**config.mk**
```make
export PLATFORM = sky130hd
export DESIGN_NAME = rm_lane_scheduler
export DESIGN_NICKNAME = d
export VERILOG_FILES = /design/src/rtl/rm_lane_scheduler_pkg.sv /design/src/rtl/rm_free_lane_finder.sv /design/src/rtl/rm_lane_scheduler.sv
export SDC_FILE = /design/constraint.sdc
export NUM_CORES = 1
export LEC_CHECK = 0
export ABC_CLOCK_PERIOD_IN_PS = 11100
export CORE_ASPECT_RATIO = 1.4
export CORE_MARGIN = 3
export CORE_UTILIZATION = 38
export DETAILED_ROUTE_END_ITERATION = 16
export HOLD_SLACK_MARGIN = 0.02
export PLACE_DENSITY = 0.53
export SLEW_MARGIN = 20
export SYNTH_ARGS = -nofsm -noshare
export SYNTH_HDL_FRONTEND = slang
export SYNTH_SLANG_ARGS = --single-unit
export TNS_END_PERCENT = 30
```
**constraint.sdc**
```tcl
create_clock -name clk_i -period 11.1 [get_ports clk_i]
set_input_delay 1.11 -clock clk_i [delete_from_list [all_inputs] [get_ports clk_i]]
set_output_delay 1.11 -clock clk_i [all_outputs]
set_load 0.02 [all_outputs]
```
**src/rtl/rm_lane_scheduler_pkg.sv**
```systemverilog
// Shared types and constants for the runtime-monitor lane scheduler.
package rm_lane_scheduler_pkg;

  typedef enum logic {
    RM_LANE_FREE = 1'b0,
    RM_LANE_BUSY = 1'b1
  } rm_lane_state_e;

  localparam int RM_TIMEOUT_CNT_W = 8;
  localparam int RM_TIMER_W       = 16;

  // Index width that stays legal (>=1) even for a single-entry range.
  function automatic int rm_idx_w(input int n);
    return (n > 1) ? $clog2(n) : 1;
  endfunction

endpackage

```
**src/rtl/rm_free_lane_finder.sv**
```systemverilog
// Combinational search of the occupancy vector for the two lowest free lanes.
module rm_free_lane_finder
  import rm_lane_scheduler_pkg::*;
#(
  parameter int NUM_LANES = 5,
  localparam int LANE_W = rm_idx_w(NUM_LANES)
) (
  input  logic [NUM_LANES-1:0] busy,
  output logic [LANE_W-1:0]    first_idx,
  output logic                 first_valid,
  output logic [LANE_W-1:0]    second_idx,
  output logic                 second_valid,
  output logic                 two_free
);

  localparam int CNT_W = $clog2(NUM_LANES + 1);

  logic [CNT_W-1:0] free_cnt;

  always_comb begin
    first_idx    = '0;
    first_valid  = 1'b0;
    second_idx   = '0;
    second_valid = 1'b0;
    free_cnt     = '0;
    for (int i = 0; i < NUM_LANES; i++) begin
      if (!busy[i]) begin
        if (!first_valid) begin
          first_idx   = LANE_W'(i);
          first_valid = 1'b1;
        end else if (!second_valid) begin
          second_idx   = LANE_W'(i);
          second_valid = 1'b1;
        end
        free_cnt = free_cnt + CNT_W'(1);
      end
    end
  end

  assign two_free = (free_cnt >= CNT_W'(2));

endmodule

```
**src/rtl/rm_lane_scheduler.sv**
```systemverilog
// Runtime-monitor lane scheduler: hands detector lanes to monitored
// instructions and retires them on release, timeout or pipeline flush.
module rm_lane_scheduler
  import rm_lane_scheduler_pkg::*;
#(
  parameter int NUM_LANES         = 5,
  parameter int NUM_MONITORED_INS = 2,
  parameter int IDX_W             = 8,
  parameter int LANE_TIMEOUT      = 255,
  localparam int LANE_W  = rm_idx_w(NUM_LANES),
  localparam int ITYPE_W = rm_idx_w(NUM_MONITORED_INS)
) (
  input  logic                        clk_i,
  input  logic                        rst_ni,
  input  logic                        ins_valid_i,
  input  logic [ITYPE_W-1:0]          ins_itype_i,
  input  logic                        ins_two_lane_i,
  output logic                        ins_ready_o,
  input  logic                        flush_i,
  input  logic [NUM_LANES-1:0]        lane_release_i,
  output logic                        monitor_ins_o,
  output logic [LANE_W-1:0]           lane0_o,
  output logic [LANE_W-1:0]           lane1_o,
  output logic                        two_lane_o,
  output logic [IDX_W-1:0]            idx_o,
  output logic [ITYPE_W-1:0]          itype_o,
  output logic [NUM_LANES-1:0]        lane_busy_o,
  output logic                        timeout_o,
  output logic [RM_TIMEOUT_CNT_W-1:0] timeout_cnt_o
);

  localparam logic [RM_TIMER_W-1:0] TIMEOUT_VAL = RM_TIMER_W'(LANE_TIMEOUT);
  localparam logic [RM_TIMER_W-1:0] CNT_MAX     = RM_TIMER_W'((1 << RM_TIMEOUT_CNT_W) - 1);

  rm_lane_state_e              state_q [NUM_LANES];
  rm_lane_state_e              state_d [NUM_LANES];
  logic [RM_TIMER_W-1:0]       timer_q [NUM_LANES];
  logic [RM_TIMER_W-1:0]       timer_d [NUM_LANES];
  logic [NUM_LANES-1:0]        busy;
  logic [NUM_LANES-1:0]        alloc;
  logic [NUM_LANES-1:0]        timed_out;
  logic [LANE_W-1:0]           first_idx;
  logic [LANE_W-1:0]           second_idx;
  logic                        first_valid;
  logic                        second_valid;
  logic                        two_free;
  logic                        accept;
  logic [RM_TIMER_W-1:0]       timeout_sum;
  logic [RM_TIMEOUT_CNT_W-1:0] timeout_cnt_d;

  logic                        monitor_q;
  logic [LANE_W-1:0]           lane0_q;
  logic [LANE_W-1:0]           lane1_q;
  logic                        two_lane_q;
  logic [IDX_W-1:0]            idx_q;
  logic [ITYPE_W-1:0]          itype_q;
  logic                        timeout_q;
  logic [RM_TIMEOUT_CNT_W-1:0] timeout_cnt_q;
  logic [IDX_W-1:0]            idx_cnt_q;

  always_comb begin
    busy = '0;
    for (int i = 0; i < NUM_LANES; i++) begin
      busy[i] = (state_q[i] == RM_LANE_BUSY);
    end
  end

  rm_free_lane_finder #(
    .NUM_LANES (NUM_LANES)
  ) u_finder (
    .busy         (busy),
    .first_idx    (first_idx),
    .first_valid  (first_valid),
    .second_idx   (second_idx),
    .second_valid (second_valid),
    .two_free     (two_free)
  );

  // Readiness looks only at registered occupancy, so a lane released this
  // cycle cannot be handed out until the next one.
  assign ins_ready_o = ~flush_i & (ins_two_lane_i ? two_free : first_valid);
  assign accept      = ins_valid_i & ins_ready_o;

  always_comb begin
    alloc = '0;
    for (int i = 0; i < NUM_LANES; i++) begin
      if (accept) begin
        if (first_idx == LANE_W'(i)) begin
          alloc[i] = 1'b1;
        end
        if (ins_two_lane_i && second_valid && (second_idx == LANE_W'(i))) begin
          alloc[i] = 1'b1;
        end
      end
    end
  end

  // Flush and release outrank the timer, so a lane freed by either in its
  // timeout cycle is not counted as timed out.
  always_comb begin
    timed_out = '0;
    for (int i = 0; i < NUM_LANES; i++) begin
      state_d[i] = state_q[i];
      timer_d[i] = timer_q[i];
      case (state_q[i])
        RM_LANE_FREE: begin
          if (alloc[i]) begin
            state_d[i] = RM_LANE_BUSY;
            timer_d[i] = '0;
          end
        end
        RM_LANE_BUSY: begin
          if (flush_i || lane_release_i[i]) begin
            state_d[i] = RM_LANE_FREE;
          end else if (timer_q[i] == TIMEOUT_VAL) begin
            state_d[i]   = RM_LANE_FREE;
            timed_out[i] = 1'b1;
          end else begin
            timer_d[i] = timer_q[i] + RM_TIMER_W'(1);
          end
        end
        default: begin
          state_d[i] = RM_LANE_FREE;
        end
      endcase
    end
  end

  always_ff @(posedge clk_i or negedge rst_ni) begin
    if (!rst_ni) begin
      for (int i = 0; i < NUM_LANES; i++) begin
        state_q[i] <= RM_LANE_FREE;
        timer_q[i] <= '0;
      end
    end else begin
      for (int i = 0; i < NUM_LANES; i++) begin
        state_q[i] <= state_d[i];
        timer_q[i] <= timer_d[i];
      end
    end
  end

  always_comb begin
    timeout_sum = RM_TIMER_W'(timeout_cnt_q);
    for (int i = 0; i < NUM_LANES; i++) begin
      timeout_sum = timeout_sum + RM_TIMER_W'(timed_out[i]);
    end
    timeout_cnt_d = (timeout_sum > CNT_MAX) ? '1 : timeout_sum[RM_TIMEOUT_CNT_W-1:0];
  end

  always_ff @(posedge clk_i or negedge rst_ni) begin
    if (!rst_ni) begin
      monitor_q     <= 1'b0;
      lane0_q       <= '0;
      lane1_q       <= '0;
      two_lane_q    <= 1'b0;
      idx_q         <= '0;
      itype_q       <= '0;
      timeout_q     <= 1'b0;
      timeout_cnt_q <= '0;
      idx_cnt_q     <= '0;
    end else begin
      monitor_q     <= accept;
      timeout_q     <= |timed_out;
      timeout_cnt_q <= timeout_cnt_d;
      if (accept) begin
        lane0_q    <= first_idx;
        lane1_q    <= ins_two_lane_i ? second_idx : first_idx;
        two_lane_q <= ins_two_lane_i;
        idx_q      <= idx_cnt_q;
        itype_q    <= ins_itype_i;
        idx_cnt_q  <= idx_cnt_q + IDX_W'(1);
      end
    end
  end

  // A pulse registered just before a flush is suppressed so detectors never
  // arm on an instruction the pipeline is discarding.
  assign monitor_ins_o = monitor_q & ~flush_i;
  assign lane0_o       = lane0_q;
  assign lane1_o       = lane1_q;
  assign two_lane_o    = two_lane_q;
  assign idx_o         = idx_q;
  assign itype_o       = itype_q;
  assign lane_busy_o   = busy;
  assign timeout_o     = timeout_q;
  assign timeout_cnt_o = timeout_cnt_q;

endmodule

```
Word level (Yosys, flattened, before mapping) --
Index checks and enable logic that the tools add are counted.
Word-level totals: register bits after elaboration 119, input bits 11, output and inout port bits 32, word-level logic and storage cells 200
Cells by class: add/sub/neg operators 15, magnitude comparators 2, equality and inequality tests 28, multiplexer cells 108, bitwise logic cells 9, reductions and logical operators 19
Operators by type and width (count):
- two-way mux 16 bit | 15
- case mux 16 bit (2 select lines) | 5
- adder 16 x 1 -> 16 bit, second input constant | 5
- equality test 16 x 8 -> 1 bit, second input constant | 5
- two-way mux 3 bit | 22
- two-way mux 1 bit | 60
- inequality test 2 bit, second input constant | 15
- AND reduction 3 bit | 5
- adder 12 x 1 -> 13 bit | 1
- greater-than comparator 13 x 8 -> 1 bit, second input constant | 1
- adder 11 x 1 -> 12 bit | 1
- equality test 3 x 2 -> 1 bit, second input constant | 4
- adder 10 x 1 -> 11 bit | 1
- adder 9 x 1 -> 10 bit | 1
- case mux 1 bit (2 select lines) | 5
- adder 3 x 1 -> 3 bit, second input constant | 3
- adder 8 x 1 -> 9 bit | 1
- adder 8 x 1 -> 8 bit, second input constant | 1
- two-way mux 8 bit | 1
- equality test 3 x 1 -> 1 bit, second input constant | 2
- equality test 3 bit, second input constant | 2
- logical AND 1 bit | 6
- logical NOT 3 bit | 2
- NOT 1 bit | 6
- other kinds (5) | 11

Depth between registers and ports, before layout --
word-level depth 17, mapped depth 17, gate-level depth less buffers 16

Modules after synthesis --
From an unflattened synthesis, not the netlist that was laid out.
Unflattened totals: cells, all modules 643, area, all modules 6368.6 sq um
By module, submodules not included:
- rm_lane_scheduler | instances 1, cells an instance 590, area each 5983.2 sq um
- rm_free_lane_finder | instances 1, cells an instance 53, area each 385.4 sq um

Worst setup path before layout --
OpenSTA, ideal clock, no wires.
kind reg2out, start point register state_q, in the netlist lane_busy_o[2], end point output ins_ready_o, arrival 3.008 ns, setup slack 6.982 ns, cell stages (with the launch flop) 11, cell sequence dfrtp_1 buf_2 buf_1 xnor2_1 ha_1 nor2_1 a31oi_1 ha_1 nor2b_1 xor3_1 a311oi_1
Between the ends: longest elaborated chain between the ends 8, elaborated cells between the ends (all ways) 11, those cells by class add/sub: 2; order compare: 1; mux: 7; bitwise: 1
RTL lines:
- start: declaration | RTL line rm_lane_scheduler.sv:35 | rm_lane_state_e state_q [NUM_LANES];
- start signal: indexed assignment | RTL line rm_lane_scheduler.sv:137 | state_q[i] <= state_d[i];
- two-way mux 3 bit | RTL line rm_free_lane_finder.sv:27 | if (!busy[i]) begin
- adder 3 x 1 -> 3 bit | RTL line rm_free_lane_finder.sv:35 | free_cnt = free_cnt + CNT_W'(1);
- two-way mux 3 bit | RTL line rm_free_lane_finder.sv:27
- adder 3 x 1 -> 3 bit | RTL line rm_free_lane_finder.sv:35
- two-way mux 3 bit | RTL line rm_free_lane_finder.sv:27
- greater-or-equal comparator 3 x 2 -> 1 bit | RTL line rm_free_lane_finder.sv:40 | assign two_free = (free_cnt >= CNT_W'(2));
- two-way mux 1 bit (*) | RTL line rm_lane_scheduler.sv:81 | assign ins_ready_o = ~flush_i & (ins_two_lane_i ? two_free : first_valid);
- bitwise AND 1 bit (*) | RTL line rm_lane_scheduler.sv:81
- end: declaration | RTL line rm_lane_scheduler.sv:18 | output logic ins_ready_o,
Mark *: on every way between the ends. The rest lies on a longest branch, timed or not.

Worst setup path in the final report --
start point register state_q, in the netlist lane_busy_o[0], end point output ins_ready_o
Between the ends: longest elaborated chain between the ends 12, elaborated cells between the ends (all ways) 17, those cells by class add/sub: 4; order compare: 1; mux: 11; bitwise: 1
RTL lines (RTL line):
- two-way mux 1 bit | rm_free_lane_finder.sv:27
- adder 1 x 1 -> 2 bit | rm_free_lane_finder.sv:35
- two-way mux 3 bit | rm_free_lane_finder.sv:27
- adder 3 x 1 -> 3 bit | rm_free_lane_finder.sv:35
- two-way mux 3 bit | rm_free_lane_finder.sv:27
- adder 3 x 1 -> 3 bit | rm_free_lane_finder.sv:35
- two-way mux 3 bit | rm_free_lane_finder.sv:27
- adder 3 x 1 -> 3 bit | rm_free_lane_finder.sv:35
- two-way mux 3 bit | rm_free_lane_finder.sv:27
- greater-or-equal comparator 3 x 2 -> 1 bit | rm_free_lane_finder.sv:40
- two-way mux 1 bit (*) | rm_lane_scheduler.sv:81
- bitwise AND 1 bit (*) | rm_lane_scheduler.sv:81
Marks and branches as above.

==> summary.txt <==
Worst hold path
  • HP Class: reg2reg
  • Hold Path Depth: 2

Drt
  • Routed via count: 5161
  • Post-route antenna net violation count: 0
  • Pre-Repair DR Iteration Count: 5
  • WL final: 14.8 mm
  • Initial DRC Count: ~350
  • DRC violations left: 0
  • Post-DR wirelength/cell: 15.5 um
  • Vias/cell: 5.42

Worst setup path
  • Critical path peak fanout: 19
  • Crit path to: ins_ready_o
  • Crit path arrival time: 4.11 ns
  • R2r startpoint: lane_busy_o[0]
  • Startpoint types: flip-flop
  • R2r endpoint: timer_q[48]
  • Crit path launch: lane_busy_o[0]
  • R2R depth: 13
  • Worst Path Required: 9.99 ns
  • Worst Setup End Kind: output pin
  • Crit Path Class: reg2out
  • Reg2Reg Setup Slack: 6.31 ns

Logic synthesis
  • Number of synthesized flops with an enable pin: 0
  • Sequential element share of the synthesized area: 46.0%
  • Ys async rst share: 100%
  • Ys Warns: 0
  • Synthesized Nets: roughly 740
  • Yosys cell types: 65
  • Yosys top cell area share: between 40% and 50%
  • Synthesized area: 6480 um2
  • Syn Area/Cell: a little over 9 um2
  • Top FF cell, synth: dfrtp_1
  • Synth Register Bits: 119
  • Leading area contributor after synthesis: dfrtp_1
  • Syn Inst Count: between 700 and 800
  • Top post-synthesis cells by area: dfrtp_1 46%, nand2_1 5.6%, xor2_1 4.2%

Clocking
  • Skew-Pair Late Insertion Delay: roughly 0.42 ns
  • Resize count post-CTS: 0
  • Post-CTS Hold Fix Bufs: 0
  • Clk pin slew, worst setup/hold paths: 0.06 ns
  • TritonCTS sink count: about 120
  • CTS tree: done
  • Post-CTS setup buffers: 0
  • Htree depth: 4
  • CTS Buffer Depth: 2
  • Root Buffer: clkbuf_16
  • CTS Buf Count: 17

Floorplanning
  • Die area: 18700 um2
  • Rows: 55
  • Initial Utilization: 39.4%
  • Io pins: 43
  • Die width: 116 um
  • Core Footprint: 16400 um2
  • DIE HEIGHT: 160 um

GRT
  • Initial antenna violation count: 0
  • Gr ovfl total: 0
  • Largest net degree at the start of global routing: 64
  • Number of global-route vias before repair: 5236
  • First-pass GRT wire length: 25.2 mm
  • Tot GR Track Use: ~17%

Finish
  • Share of layout cells above drive strength 1: 6.77%
  • Fin cells: between 900 and 1000
  • Most common cell after layout, fill and taps aside: dfrtp_1
  • Most frequent cells in the layout: 119 x dfrtp_1, 97 x nand2_1, 70 x nor2_1
  • Area of the multi-input gates: roughly 3300 um2
  • Nets: 769
  • Antenna cells: 0
  • Synth-to-Final Area Change: 19.0%
  • Register Area: ~3000 um2
  • Fill count: 1578
  • Util after Layout: between 40 and 50%

STA
  • Final Critical Period: 5.22 ns
  • RSZ-0062 raised after global routing: false
  • Final Setup Violations: 0
  • Clock Skew: ~0.011 ns
  • Final-report hold violation count: 0
  • Max-slew headroom: 31.2%
  • Final Max Tran Viols: 0
  • Setup TNS: 0 ns
  • Fmax: roughly 190 MHz
  • Slew @ Worst Pin: around 1.0 ns
  • Final period utilization: 47.1%

Place
  • Port buffer count: 42
  • Cells after DPL: 920
  • DP HPWL: 10.2 mm
  • RD Place Congestion: 0.830

Outcome
  • Status: finished clean

Run
  • Max Cap Viol: 0

Pwr
  • VDD IR max: 0.000110 V
  • Lkg Pwr: approximately 3.4 nW
  • Pwr Density: 199 nW/um2
[state kept, by name, summed over array words and instances (netlist names)]
name           count
lane1_o            3
idx_o              8
lane_busy_o        5
idx_cnt_q          8
lane0_o            3
timer_q           80
timeout_cnt_o      8
timeout_o          1
two_lane_o         1
monitor_q          1
itype_o            1
[kinds of logic (layout without fill, tap and decap cells)]
logic type	after synthesis	in the layout	share of synthesized area, %
simple gates	348	348	27.2
flops	119	119	46.0
compound gates	100	100	9.60
xor+xnor	60	60	8.56
buf+inv	55	101	3.67
fa+ha+maj	18	18	3.82
mux	7	7	1.14
[worst max-delay path: stages, from the launching register on]
cell and delay (ns):
dfrtp_1 0.48, ha_1 0.56, or2_4 0.24, nand2_1 0.06
ha_1 0.27, nor2_1 0.05, a31oi_1 0.19, ha_1 0.17
nor2b_1 0.25, xor3_1 0.38, a311oi_1 0.39, clkdlybuf4s50_1 0.68
[Yosys cell counts, types with 2 or more instances]
master	instances
dfrtp_1	119
o22ai_1	2
nor3_1	22
nand4_1	19
a21oi_1	28
nor3_2	2
buf_6	3
and3_1	12
xnor2_1	27
or3_1	17
o21ai_1	5
nand3_1	37
nand4b_1	3
fa_1	3
and3b_1	2
nor2b_1	6
mux2i_1	4
o211ai_1	4
a31o_2	2
buf_2	6
o21ai_0	24
o31ai_1	11
mux2_2	3
nand2b_1	13
nand2_1	97
nor2_1	70
or2_1	5
xor2_1	31
ha_1	15
or4_1	9
a211o_1	2
a21o_1	3
nor3b_1	5
and4_1	8
nor4_1	13
inv_1	22
clkbuf_1	22
a31oi_1	4
[worst min-delay path by stage]
stage	start	end	slack, ns
after floorplan	idx_cnt_q[7]	idx_cnt_q[7]	0.44
after global placement	itype_o	itype_o	0.46
after detailed placement	idx_o[7]	idx_o[7]	0.46
after CTS	idx_o[7]	idx_o[7]	0.48
after global routing	idx_o[7]	idx_o[7]	0.50
final	idx_o[7]	idx_o[7]	0.47
[where the power goes]
group          leakage (nW)  switching, W  internal [W]
Sequential             1.61     0.0000450      0.000483
Clock                 0.322      0.000202      0.000415
Combinational          1.43      0.000222      0.000170
[cell type report]
| class | instances | share of cell area [%] |
|---|---|---|
| multi-input cells | 533 | 42.6 |
| well taps | 199 | 3.23 |
| repair buffers | 46 | 5.81 |
| clock buffers | 20 | 6.06 |
| clock inverters | 12 | 2.57 |
| inverters | 23 | 1.14 |
| flip-flops and latches | 119 | 38.6 |
[through the flow]
stage	instance area (um2)	setup WS [ns]	hold WS, ns	power (W)
2_1_floorplan	6480	6.98	0.445	0.000804
3_3_place_gp	7020	6.41	0.460	0.000916
3_5_place_dp	7030	6.29	0.462	0.000928
4_1_cts	7690	5.87	0.477	0.00155
5_1_grt	7710	5.60	0.499	0.00162
6_report	7710	5.88	0.472	0.00154
[per-layer routing]
metal | share of wire (%) | wire length (um) | vias to the layer above | global-route usage [%]
met5 | 0 | 0 | - | 0
met4 | 1.8 | 267 | 0 | 6.75
met3 | 3.6 | 529 | 19 | 4.00
met2 | 50 | 7370 | 73 | 27.6
met1 | 45 | 6590 | 2520 | 20.8
li1 | - | - | 2549 | -
Power figures use the tool's default switching activity.
